<file path="config.mk">
export PLATFORM = sky130hd
export DESIGN_NAME = lcd_char_monitor
export DESIGN_NICKNAME = d
export VERILOG_FILES = /design/src/rtl/lcd_char_monitor.sv
export SDC_FILE = /design/constraint.sdc
export NUM_CORES = 1
export LEC_CHECK = 0
export CAP_MARGIN = 20
export CORE_ASPECT_RATIO = 0.9
export CORE_UTILIZATION = 50
export DETAILED_ROUTE_END_ITERATION = 10
export GPL_TIMING_DRIVEN = 0
export PLACE_DENSITY = 0.88
export SLEW_MARGIN = 20
export SYNTH_ARGS = -nofsm -noshare
export SYNTH_HDL_FRONTEND = slang
export SYNTH_SLANG_ARGS = --single-unit
export TNS_END_PERCENT = 1
</file>
<file path="constraint.sdc">
create_clock -name iCLK -period 18.3 [get_ports iCLK]
set_clock_uncertainty 0.1 [all_clocks]
set_input_delay 2.745 -clock iCLK [delete_from_list [all_inputs] [get_ports iCLK]]
set_output_delay 2.745 -clock iCLK [all_outputs]
set_load 0.03 [all_outputs]
</file>
<file path="src/rtl/lcd_char_monitor.sv">
// lcd_char_monitor: passive receive-side model of an HD44780-style 8-bit LCD bus.
// Decodes instruction and data writes into a 2x16 character image presented as
// two 128-bit line vectors (column 0 in the top byte).
//
//  state | meaning
//  ------+----------------------------------------------------------------
//  IDLE  | waiting for a write edge; the next one is executed
//  BUSY  | executing; counts down, further write edges flag overrun
module lcd_char_monitor #(
    parameter int BUSY_CYCLES  = 40,
    parameter int CLEAR_CYCLES = 1600
) (
    input  logic         iCLK,
    input  logic         reset,
    input  logic [7:0]   LCD_DATA,
    input  logic         LCD_RW,
    input  logic         LCD_EN,
    input  logic         LCD_RS,
    output logic [127:0] line1,
    output logic [127:0] line2,
    output logic [6:0]   cursor_addr,
    output logic         display_on,
    output logic         busy,
    output logic         overrun,
    output logic         cmd_err,
    output logic         wr_strobe
);

    typedef enum logic {IDLE = 1'b0, BUSY = 1'b1} state_t;

    localparam logic [15:0] BUSY_LOAD  = 16'(BUSY_CYCLES);
    localparam logic [15:0] CLEAR_LOAD = 16'(CLEAR_CYCLES);

    state_t      state, next_state;
    logic [15:0] count;
    logic        en_s1, en_s2, en_s3;
    logic        rs_s1, rs_s2, rw_s1, rw_s2;
    logic [7:0]  data_s1, data_s2;
    logic        inc_mode;
    logic        write_edge, is_clear, accept, overrun_set;

    // DDRAM address step with the two-line wrap (0x27<->0x40, 0x67<->0x00)
    function automatic logic [6:0] step_addr(input logic [6:0] a, input logic up);
        if (up) begin
            if (a == 7'h27)      return 7'h40;
            else if (a == 7'h67) return 7'h00;
            else                 return a + 7'd1;
        end else begin
            if (a == 7'h00)      return 7'h67;
            else if (a == 7'h40) return 7'h27;
            else                 return a - 7'd1;
        end
    endfunction

    // Bus synchronizers; all signals share the same depth so they stay aligned with EN
    always_ff @(posedge iCLK or posedge reset) begin
        if (reset) begin
            en_s1   <= 1'b0;
            en_s2   <= 1'b0;
            en_s3   <= 1'b0;
            rs_s1   <= 1'b0;
            rs_s2   <= 1'b0;
            rw_s1   <= 1'b0;
            rw_s2   <= 1'b0;
            data_s1 <= 8'h00;
            data_s2 <= 8'h00;
        end else begin
            en_s1   <= LCD_EN;
            en_s2   <= en_s1;
            en_s3   <= en_s2;
            rs_s1   <= LCD_RS;
            rs_s2   <= rs_s1;
            rw_s1   <= LCD_RW;
            rw_s2   <= rw_s1;
            data_s1 <= LCD_DATA;
            data_s2 <= data_s1;
        end
    end

    assign write_edge = ~en_s2 & en_s3 & ~rw_s2;
    assign is_clear   = ~rs_s2 & (data_s2 == 8'h01);
    assign busy       = (state == BUSY);

    // Next-state: a write landing on the last busy cycle is taken back-to-back
    always_comb begin
        next_state  = state;
        accept      = 1'b0;
        overrun_set = 1'b0;
        case (state)
            IDLE: begin
                if (write_edge) begin
                    accept     = 1'b1;
                    next_state = BUSY;
                end
            end
            BUSY: begin
                if (count == 16'd1) begin
                    if (write_edge) accept = 1'b1;
                    else            next_state = IDLE;
                end else if (write_edge) begin
                    overrun_set = 1'b1;
                end
            end
            default: next_state = IDLE;
        endcase
    end

    // State register and busy down-counter
    always_ff @(posedge iCLK or posedge reset) begin
        if (reset) begin
            state <= IDLE;
            count <= 16'd0;
        end else begin
            state <= next_state;
            if (accept)            count <= is_clear ? CLEAR_LOAD : BUSY_LOAD;
            else if (state == BUSY) count <= count - 16'd1;
        end
    end

    // Write execution: character image, cursor and mode flags
    always_ff @(posedge iCLK or posedge reset) begin
        if (reset) begin
            line1       <= {16{8'h20}};
            line2       <= {16{8'h20}};
            cursor_addr <= 7'h00;
            inc_mode    <= 1'b1;
            display_on  <= 1'b0;
            overrun     <= 1'b0;
            cmd_err     <= 1'b0;
            wr_strobe   <= 1'b0;
        end else begin
            wr_strobe <= accept;
            if (overrun_set) overrun <= 1'b1;
            if (accept) begin
                if (rs_s2) begin
                    if (cursor_addr[6:4] == 3'b000)
                        line1[{4'd15 - cursor_addr[3:0], 3'b000} +: 8] <= data_s2;
                    else if (cursor_addr[6:4] == 3'b100)
                        line2[{4'd15 - cursor_addr[3:0], 3'b000} +: 8] <= data_s2;
                    cursor_addr <= step_addr(cursor_addr, inc_mode);
                end else begin
                    casez (data_s2)
                        8'b1???????: cursor_addr <= data_s2[6:0];
                        8'b01??????: ;
                        8'b001?????: if (!data_s2[4]) cmd_err <= 1'b1;
                        8'b0001????: if (!data_s2[3]) cursor_addr <= step_addr(cursor_addr, data_s2[2]);
                        8'b00001???: display_on <= data_s2[2];
                        8'b000001??: inc_mode <= data_s2[1];
                        8'b0000001?: cursor_addr <= 7'h00;
                        8'b00000001: begin
                            line1       <= {16{8'h20}};
                            line2       <= {16{8'h20}};
                            cursor_addr <= 7'h00;
                            inc_mode    <= 1'b1;
                        end
                        default: ;
                    endcase
                end
            end
        end
    end

endmodule

</file>
### After elaboration in Yosys (flattened, before gate mapping)

Index checks and enable logic that the tools add are counted.

| storage, ports and cells | value |
|---|---|
| RAM bits | 0 |
| register bits after elaboration | 308 |
| memories | 0 |
| input bits | 13 |
| bits in read-only memories | 0 |
| word-level logic and storage cells | 90 |
| bits in latches | 0 |

| cells by class | value |
|---|---|
| order comparisons | 0 |
| multiplexer cells | 28 |
| equal/unequal tests | 15 |
| multiply operators | 0 |
| divide/modulo/power cells | 0 |
| $add $sub $neg | 5 |
| shift operators | 2 |
| bitwise gates (word level) | 8 |
| reduce and logical (&&, ||, !) cells | 13 |

Operator list:

| operator | count |
|---|---|
| 2-to-1 mux 128 bit | 6 |
| bitwise mux 128 bit | 2 |
| variable shift 8 x 9 -> 128 bit, first input constant | 1 |
| variable part select 8 x 9 -> 128 bit | 1 |
| 2-to-1 mux 7 bit | 8 |
| 2-to-1 mux 16 bit | 2 |
| case mux 7 bit (3 select lines) | 1 |
| == test 16 x 1 -> 1 bit, second input constant | 1 |
| subtractor 16 x 1 -> 16 bit, second input constant | 1 |
| == test 7 bit, second input constant | 2 |
| AND reduction 3 bit | 4 |
| 2-to-1 mux 11 bit | 1 |
| negator 7 -> 9 bit | 1 |
| == test 8 x 1 -> 1 bit, second input constant | 1 |
| AND reduction 4 bit | 2 |
| adder 7 x 1 -> 7 bit, second input constant | 1 |
| == test 7 x 1 -> 1 bit, second input constant | 1 |
| == test 7 x 6 -> 1 bit, second input constant | 1 |
| zero test 7 bit | 1 |
| subtractor 7 x 1 -> 7 bit, second input constant | 1 |
| == test 6 x 1 -> 1 bit, second input constant | 1 |
| case mux 1 bit (2 select lines) | 3 |
| nonzero test 2 bit | 3 |
| == test 5 x 1 -> 1 bit, second input constant | 1 |
| other kinds (13) | 24 |

### Depth between registers and ports, before layout

| logic depth | value |
|---|---|
| depth after elaboration | 7 |
| gate-level depth with buffers | 11 |
| gate-level depth less buffers | 8 |

### Worst setup path after synthesis

Ideal clock, no wire load.

| path | value |
|---|---|
| path kind | register -> output |
| start | reg line1[101] |
| end | out line1[101] |
| data arrival time | 0.605 ns |
| required time | 15.455 ns |
| setup slack | 14.850 ns |
| stages on the path, launching flop included | 1 |
| path buffers | 0 |
| cells stage by stage | dfstp_2 |

RTL lines:

| item | line | text |
|---|---|---|
| start, declared | 19 | `output logic [127:0] line1,` |
| start signal, assigned | 123 | `line1 <= {16{8'h20}};` |
| start signal, assigned by index | 137 | `line1[{4'd15 - cursor_addr[3:0], 3'b000} +: 8] <= data_s2;` |
| start signal, assigned | 151 | `line1 <= {16{8'h20}};` |

No word-level cell between the ends.

### Worst setup path after layout

| path | value |
|---|---|
| start | reg line1[77] |
| end | out line1[77] |

No word-level cell between the ends.

==> results.py <==
metrics = {
    "status": {
        "status": "completed",
    },
    "power_and_ir_drop": {
        "cellPowerDensity_nw_per_um2": 99.8,
        "ir_worst_vdd_mv": 0.0896,
        "leakage_nw": 7.38,
    },
    "logic_synthesis": {
        "synth.cell_area_um2": 13400,
        "synthDominantAreaCellType": "sky130_fd_sc_hd__dfrtp_1",
        "synth_most_common_cell": "sky130_fd_sc_hd__dfrtp_1",
        "synth_cell_type_count": 76,
        "synth-edff-count": 0,
        "synth-main-ff-cell": "sky130_fd_sc_hd__dfrtp_1",
        "async_reset_ff_share_pct": 100,
        "syn-instance-count": 1274,
        "yosysSeqAreaShare_pct": 57.7,
        "synth_top_area_share_pct": 51.2,
        "synthTopCellsByCount": "275 x sky130_fd_sc_hd__dfrtp_1, 169 x sky130_fd_sc_hd__nand3_1, 103 x sky130_fd_sc_hd__nand2_1, 96 x sky130_fd_sc_hd__o21ai_0, 76 x sky130_fd_sc_hd__o2bb2ai_1",
        "netlist_top_cells_area": "sky130_fd_sc_hd__dfrtp_1 51%, sky130_fd_sc_hd__dfstp_2 6.5%, sky130_fd_sc_hd__nand3_1 6.3%",
        "postSynthRegisterBits": 308,
        "net_count_after_synthesis": 1293,
        "synth-warning-count": 0,
        "synth_area_per_cell_um2": 10.5,
    },
    "clock_tree": {
        "post_cts_resized": 0,
        "postCtsSetupRepairBufs": 0,
        "cts.htree.levels": 1,
        "clock_insertion_delay_worst_skew_ps": 570,
        "cts_buffer_depth": 3,
        "clock_root_buffer": "sky130_fd_sc_hd__clkbuf_16",
        "cts_hold_buf": 0,
        "tritoncts": "yes",
        "cts_made_buffers": 30,
        "clk_transition_reported_paths_ps": 70,
        "tritoncts_num_sinks": 308,
    },
    "global_route": {
        "initial_antenna_violation_count": 0,
        "overflow": 0,
        "grt_pass1_wl_um": 67700,
        "grt_util_all_layers_pct": 31.7,
        "grt_pass1_vias": 11716,
        "grt_start_max_net_pins": 85,
    },
    "worst_setup_path": {
        "cp.buffers_inverters": 1,
        "timing.critical_path.cells": "clkdlybuf4s50_1",
        "rrSetupSlack_ps": 14510,
        "crit_required_ps": 15450,
        "critPathLaunchType": "flip-flop",
        "critical_path.top_delay_family": "buffers and inverters",
        "critPathCaptureType": "output pin",
        "crit_path_max_fanout": 2,
        "crit_path_top_delay_cell": "sky130_fd_sc_hd__clkdlybuf4s50_1",
        "worstPathArrival_ps": 1850,
        "cp-startpoint": "line1[77]",
        "worst_path_largest_cell_delay_ps": 750,
        "timing_worst_setup_path_type": "reg -> out",
        "startpoint_of_the_worst_slack_reg_to_reg_timing_path": "cursor_addr[0]",
    },
    "sta": {
        "slew_headroom_pct": 23.4,
        "layout_setup_ws_ps": 13610,
        "tns_ps": 0,
        "fin_crit_sh_pct": 25.6,
        "fmax_ghz": 0.213,
        "hold_viol": 0,
        "report.final.setup_viol": 0,
        "timing_worst_slew_pin_value_ps": 1140,
        "slew_violations": 0,
        "final.min_clock_period_ps": 4690,
        "rsz0062_at_grt": "false",
    },
    "floorplan": {
        "rows": 56,
        "pin_count": 281,
        "die_height_um": 157,
        "die_area_um2": 27500,
        "design.core.area_um2": 26200,
        "fp.dieW_um": 175,
        "initial_core_utilization_pct": 51.2,
    },
    "worst_hold_path": {
        "worstHoldPathType": "reg -> reg",
        "hp-start": "data_s1[7]",
    },
    "cells_and_area": {
        "cell_area_after_layout_um2": 17800,
        "area_growth_syn_to_layout_pct": 32.5,
        "antennaDiodeCount": 0,
        "post_layout_nets": 1609,
        "instances_no_fill": 1962,
        "drive_above_1_share_pct": 9.91,
    },
    "placement": {
        "finalWeightedCongestion": 0.954,
        "numPortBuffers": 280,
        "place.detailed.hpwl_um": 30500,
        "place_inst": 1906,
        "post_dp_cell_area_um2": 16800,
        "detailedPlace.worstSlack_ps": 13710,
    },
    "route": {
        "routed_via_density": 6.19,
        "vias": 12136,
        "drt-initial-drc-count": 1574,
        "post_drt_wl_per_cell_um": 22.4,
        "postRouteAntennaNets": 0,
        "route.final.wire_length_um": 43900,
        "route.detailed.drc": 0,
        "first_pass_iters": 8,
    },
    "flow_run": {
        "max_cap_viols": 0,
    },
}
==> path summary, 6_finish.rpt <==
check,endpoint,cells after the start
max,line1[77],1
min,data_s2[7],0
max reg2reg,line2[50],8
min reg2reg,data_s2[7],0
max in group asynchronous,line2[101],4
min in group asynchronous,line2[28],2
==> through the flow <==
stage / total power, W / hold WS, ps / util (%)
2_1_floorplan: 0.00101 / 231 / -
3_3_place_gp: 0.00113 / 234 / 63.6
3_5_place_dp: 0.00114 / 235 / 64.0
4_1_cts: 0.00177 / 250 / 67.9
5_1_grt: 0.00183 / 254 / 67.9
6_report: 0.00177 / 246 / 67.9
==> report_power, final <==
| part | internal (W) | switching [W] |
|---|---|---|
| clock network | 0.000359 | 0.000272 |
| logic | 0.000124 | 0.000256 |
| registers | 0.000725 | 0.0000400 |
==> layer usage <==
metal  GRT usage [%]  share of wire [%]  vias up
li1                -                  -     5258
met1            45.3                 42     6031
met2            48.5                 45      749
met3            6.26                9.4       98
met4            10.6                3.2        0
met5               0                  0        -
==> flip-flops by register name, summed over array words and instances, names as in the netlist <==
register,count
en_s1,1
busy,1
rs_s1,1
inc_mode,1
line2,128
data_s2,8
en_s3,1
count,16
display_on,1
rw_s2,1
line1,128
cursor_addr,7
data_s1,8
en_s2,1
cmd_err,1
wr_strobe,1
rs_s2,1
overrun,1
rw_s1,1
==> placed cells by master, fill, tap and decap left out, drive strengths merged, types with 7 or more instances in the layout <==
cell	Yosys	routed
clkdlybuf4s50	0	280
dfrtp	275	275
nand3	169	169
o21ai	116	116
clkbuf	66	106
nand2	104	104
o2bb2ai	76	76
inv	52	52
nor2	51	51
a22o	37	37
nor3	37	37
dfstp	33	33
buf	28	32
and2	18	18
nand4	17	17
a21oi	17	17
clkinv	0	14
mux2	13	13
o21a	11	11
xnor2	8	8
a2bb2oi	8	8
a211oi	8	8
a32o	7	7
o311ai	7	7
or2	7	7
==> cell type report <==
class	instances	area (um^2)
multi-input cells	820	5090
clock buffers	40	858
clock inverters	16	153
well taps	348	435
flip-flops and latches	308	7750
repair buffers	284	2890
fillers	1907	8410
inverters	52	203
plain buffers	94	412
==> cells by family (layout without fill, tap and decap cells) <==
| family | Yosys count | count (layout) | synth area share, % |
|---|---|---|---|
| simple gates | 454 | 454 | 17.1 |
| compound gates | 333 | 333 | 18.1 |
| flops | 308 | 308 | 57.7 |
| buf+inv | 146 | 486 | 4.52 |
| mux | 15 | 15 | 1.24 |
| xor+xnor | 12 | 12 | 0.783 |
| fa+ha+maj | 6 | 6 | 0.559 |
Power figures use the tool's default switching activity.
